File: src/rtl/cpu_mem_scheduler.sv
// rtl/cpu_mem_scheduler.sv - time-division RAM port scheduler for the 6502 CPU and one DMA reader
module cpu_mem_scheduler #(
    parameter int CPU_DIV   = 4,
    parameter int MAX_BURST = 8
) (
    input  logic        clk,
    input  logic        reset_n,
    output logic        cpu_enable,
    output logic        cpu_ready,
    input  logic [15:0] cpu_ab,
    input  logic [7:0]  cpu_dbo,
    input  logic        cpu_we,
    output logic [7:0]  cpu_dbi,
    input  logic        dma_req,
    input  logic        dma_burst,
    input  logic [15:0] dma_addr,
    output logic        dma_ack,
    output logic [7:0]  dma_data,
    output logic [15:0] mem_addr,
    output logic [7:0]  mem_din,
    output logic        mem_we,
    input  logic [7:0]  mem_dout
);
    localparam int PW = $clog2(CPU_DIV);
    localparam int SW = $clog2(MAX_BURST + 1);
    localparam logic [PW-1:0] PH_LAST   = PW'(CPU_DIV - 1);
    localparam logic [PW-1:0] PH_ONE    = PW'(1);
    localparam logic [SW-1:0] STEAL_MAX = SW'(MAX_BURST);

    logic [PW-1:0] phase_q, phase_d;
    logic          cpu_enable_q, cpu_enable_d;
    logic          cpu_ready_q, cpu_ready_d;
    logic [7:0]    cpu_dbi_q, cpu_dbi_d;
    logic          cpu_rd_q, cpu_rd_d;
    logic          dma_ack_q, dma_ack_d;
    logic [SW-1:0] steal_cnt_q, steal_cnt_d;
    logic          cpu_slot, dma_slot, dma_issue;

    always_comb begin
        cpu_slot     = (phase_q == '0) && cpu_ready_q;
        // A stolen phase 0 behaves exactly like an extra DMA slot.
        dma_slot     = (phase_q != PH_LAST) && !cpu_slot;
        dma_issue    = dma_slot && dma_req && !dma_ack_q;
        phase_d      = (phase_q == PH_LAST) ? '0 : phase_q + PH_ONE;
        cpu_enable_d = (phase_d == PH_LAST);
        dma_ack_d    = dma_issue;

        cpu_rd_d  = cpu_rd_q;
        cpu_dbi_d = cpu_dbi_q;
        if (cpu_slot) begin
            cpu_rd_d = !cpu_we;
        end else if (phase_q == PH_ONE) begin
            cpu_rd_d = 1'b0;
            if (cpu_rd_q) begin
                cpu_dbi_d = mem_dout;
            end
        end

        cpu_ready_d = cpu_ready_q;
        steal_cnt_d = steal_cnt_q;
        if (phase_q == PH_LAST) begin
            if (dma_req && dma_burst && (steal_cnt_q < STEAL_MAX)) begin
                cpu_ready_d = 1'b0;
                steal_cnt_d = steal_cnt_q + SW'(1);
            end else begin
                cpu_ready_d = 1'b1;
                steal_cnt_d = '0;
            end
        end
    end

    always_comb begin
        mem_addr = '0;
        mem_din  = '0;
        mem_we   = 1'b0;
        if (reset_n) begin
            if (cpu_slot) begin
                mem_addr = cpu_ab;
                mem_din  = cpu_dbo;
                mem_we   = cpu_we;
            end else if (dma_issue) begin
                mem_addr = dma_addr;
            end
        end
    end

    always_ff @(posedge clk or negedge reset_n) begin
        if (!reset_n) begin
            phase_q      <= '0;
            cpu_enable_q <= 1'b0;
            cpu_ready_q  <= 1'b1;
            cpu_dbi_q    <= '0;
            cpu_rd_q     <= 1'b0;
            dma_ack_q    <= 1'b0;
            steal_cnt_q  <= '0;
        end else begin
            phase_q      <= phase_d;
            cpu_enable_q <= cpu_enable_d;
            cpu_ready_q  <= cpu_ready_d;
            cpu_dbi_q    <= cpu_dbi_d;
            cpu_rd_q     <= cpu_rd_d;
            dma_ack_q    <= dma_ack_d;
            steal_cnt_q  <= steal_cnt_d;
        end
    end

    assign cpu_enable = cpu_enable_q;
    assign cpu_ready  = cpu_ready_q;
    assign cpu_dbi    = cpu_dbi_q;
    assign dma_ack    = dma_ack_q;
    assign dma_data   = dma_ack_q ? mem_dout : 8'h00;

endmodule

File: config.mk
export PLATFORM = sky130hd
export DESIGN_NAME = cpu_mem_scheduler
export DESIGN_NICKNAME = d
export VERILOG_FILES = /design/src/rtl/cpu_mem_scheduler.sv
export SDC_FILE = /design/constraint.sdc
export NUM_CORES = 1
export LEC_CHECK = 0
export ABC_CLOCK_PERIOD_IN_PS = 4200
export CAP_MARGIN = 10
export CORE_ASPECT_RATIO = 1.4
export CORE_MARGIN = 5
export CORE_UTILIZATION = 30
export DETAILED_ROUTE_END_ITERATION = 12
export GPL_TIMING_DRIVEN = 0
export PLACE_DENSITY = 0.78
export SYNTH_ARGS = -nofsm -noshare
export SYNTH_HDL_FRONTEND = slang
export SYNTH_SLANG_ARGS = --single-unit
File: constraint.sdc
create_clock -name clk -period 4.2 [get_ports clk]
set_input_delay 0.84 -clock clk [delete_from_list [all_inputs] [get_ports clk]]
set_output_delay 0.84 -clock clk [all_outputs]
set_load 0.01 [all_outputs]
==> flow_summary.yaml <==
run_status:
  status: "finished, final reports clean"
final_layout:
  diodes: 0
  fillerInstances: 310
  synthToLayoutAreaGrowth_pct: 95.90
  nets: 255
  final_area_um2: 2152
  layoutNonFillerInstCount: 238
  drive_above_1_share_pct: 13.78
sta:
  timing.slew.headroom_pct: 69.34
  setup_ws_ns: 0.5901
  setup_viol: 0
  skew_ns: 0.002867
  period_needed_ns: 3.610
  min_period_over_period_pct: 85.95
  tightest_slew_ns: 0.4600
  hold_viol: 0
  finalMaxSlewViolations: 0
  max_freq_ghz: 0.2770
  rsz0062_at_grt: "false"
die:
  core-area_um2: 3611
  dieArea_um2: 4989
  die_y_um: 81.60
  io_pins: 97
  die_w_um: 61.14
  fp-row-count: 26
  start_util_pct: 30.42
global_routing:
  met1_usage_pct: 13.48
  grt_pass1_vias: 1123
  antenna_found_initial: 0
  global_route.usage.met3_pct: 3.616
  grt_use_met2_pct: 29.45
  gr-usage-all-layers_pct: 14.61
  grt-ovfl-total: 0
  busiest_layer: "met2"
  grt_max_degree: 21
  grt_pass1_wl_mm: 5.423
setup_path:
  reg2reg_slack_ns: 2.58
  cp.arrival_ns: 2.77
  critPathLaunchType: "input pin"
  crit_chain: "clkbuf_2 -> and3_1 -> clkbuf_1 -> clkbuf_1 -> a22o_1 -> clkdlybuf4s50_1"
  critPathSlowestCell: "clkdlybuf4s50_1"
  path_depth: 6
  critPathMaxFanout: 20
  worstPathRequired_ns: 3.36
  crit_family: "buffers and inverters"
  path_buf_inv: 4
  cp-end-kind: "output pin"
  critPathKind: "in2out"
  cp_common_cell: "clkbuf_1"
  critPathMaxStageDelay_ns: 0.54
  reg2regPathDepth: 6
clock_network:
  path_clk_slew_ns: 0.06
  cts_tree: "yes"
  htree_levels: 1
  insertion_delay_ns: 0.25
  holdBufCountCts: 0
  cts_buffer_depth: 2
  cts_made_buffers: 3
  root_buffer: "clkbuf_8"
  post_cts_buffers: 0
  cts.sinks: 18
route:
  wl_per_cell_um: 15.98
  drc: 0
  first_pass_iters: 3
  routed_wl_mm: 3.803
  avgViaCountPerCell: 4.714
  ant_nets: 0
  vias: 1122
  drt-initial-drc-count: 26
pwr:
  finalPower_uw: 451.3
  powerDensity_nw_per_um2: 209.7
  peakVddDrop_mv: 0.2678
  p_leak_nw: 0.8918
yosys:
  syn_area_per_cell_um2: 11.44
  ys_types: 23
  ys_seq_elements: 18
  synth_area_leaders: "dfrtp_1 39%, mux2_2 11%, a22o_1 10%, and2_1 9.7%, ha_1 5.7%"
  synth_warnings: 0
  synth_top_area_share_pct: 38.72
  syn-num-nets: 154
  netlist_instances: 96
  yosys-top-cells-count: "17 x and2_1, 17 x dfrtp_1, 13 x a22o_1"
  synth.largest_area_cell: "dfrtp_1"
  syn_area_um2: 1099
  synthArstFlopShare_pct: 100.0
  ys_seq_area_share_pct: 41.12
  synth_ff_type: "dfrtp_1"
  synth_edf_count: 0
hold_path:
  whs_path_depth: 1
  holdCritPathClass: "reg2reg"
placement:
  place_congestion: 0.7027
  place_ws_ns: -0.1736
  port_buffers: 96
  postPlaceCellArea_um2: 2112
  placed_cells: 234
  dp_hpwl_mm: 3.322
run:
  max_cap_viol_count: 0
==> state kept, by name (all words and copies together), names as in the netlist <==
register,flops
cpu_dbi,8
steal_cnt_q,4
phase_q,2
cpu_enable,1
cpu_rd_q,1
cpu_ready,1
dma_ack,1
==> stage by stage <==
step / TNS (ns) / hold slack [ns] / utilization, %
floorplan: 0 / 0.4479 / -
global placement: -0.5818 / 0.4613 / 58.49
detailed placement: -1.754 / 0.4839 / 58.49
CTS: 0 / 0.4941 / 59.70
global route: 0 / 0.5091 / 59.60
finish: 0 / 0.4900 / 59.60
==> cell usage in the layout (no fill, tap or decap), types with 2 or more instances in the layout <==
| master | n |
|---|---|
| nand3b_1 | 2 |
| nand2_1 | 2 |
| clkbuf_8 | 3 |
| mux2_2 | 11 |
| and3_1 | 2 |
| a22o_2 | 3 |
| inv_1 | 5 |
| clkbuf_1 | 3 |
| and2_1 | 17 |
| o22ai_1 | 3 |
| a22o_1 | 13 |
| clkdlybuf4s50_1 | 95 |
| nor2_1 | 2 |
| dfrtp_1 | 17 |
| ha_1 | 5 |
| buf_6 | 3 |
==> logic make-up after synthesis <==
logic type,share of synthesized area (%)
compound gates,15.26
fa+ha+maj,5.695
buf+inv,7.745
simple gates,18.91
mux,11.28
flops,41.12
==> final timing paths <==
kind,start,to
setup / recovery,reset_n,mem_addr[14]
max in group asynchronous,reset_n,cpu_ready
hold reg to reg,phase_q[0],phase_q[0]
setup reg to reg,phase_q[0],cpu_dbi[5]
min in group asynchronous,reset_n,cpu_dbi[4]
hold / removal,phase_q[0],phase_q[0]
==> routing by layer <==
layer / up-vias / wire, µm
met5: - / 0
met4: 0 / 52
met3: 4 / 514
met2: 62 / 2096
met1: 517 / 1140
li1: 539 / -
==> report_power, final <==
part / switching, mW / internal, mW / leakage, nW
clock network: 0.0541 / 0.0674 / 0.0228
registers: 0.00747 / 0.187 / 0.222
logic: 0.0416 / 0.0942 / 0.647
total: 0.103 / 0.348 / 0.892
==> cell type report <==
class	count	area, µm²	area share, %
plain buffers	7	66.31	3.081
clock buffers	4	45.04	2.093
inverters	5	18.77	0.8721
multi-input cells	66	561.8	26.10
flip-flops and latches	18	451.7	20.99
well taps	42	52.55	2.442
repair buffers	96	955.9	44.42
==> worst register-to-register path, cell delays in order (launching register included) <==
cell and delay [ns]:
dfrtp_1 0.40, inv_1 0.08, ha_1 0.21, nand2_2 0.10
and3_1 0.15, buf_2 0.20, mux2_2 0.36
==> repair_timing <==
item	4_1_cts	5_1_grt
gates resized for setup	1	2
setup endpoints to repair	13	11
endpoints found under the hold margin	0	0
(Power assumes the default switching activity.)
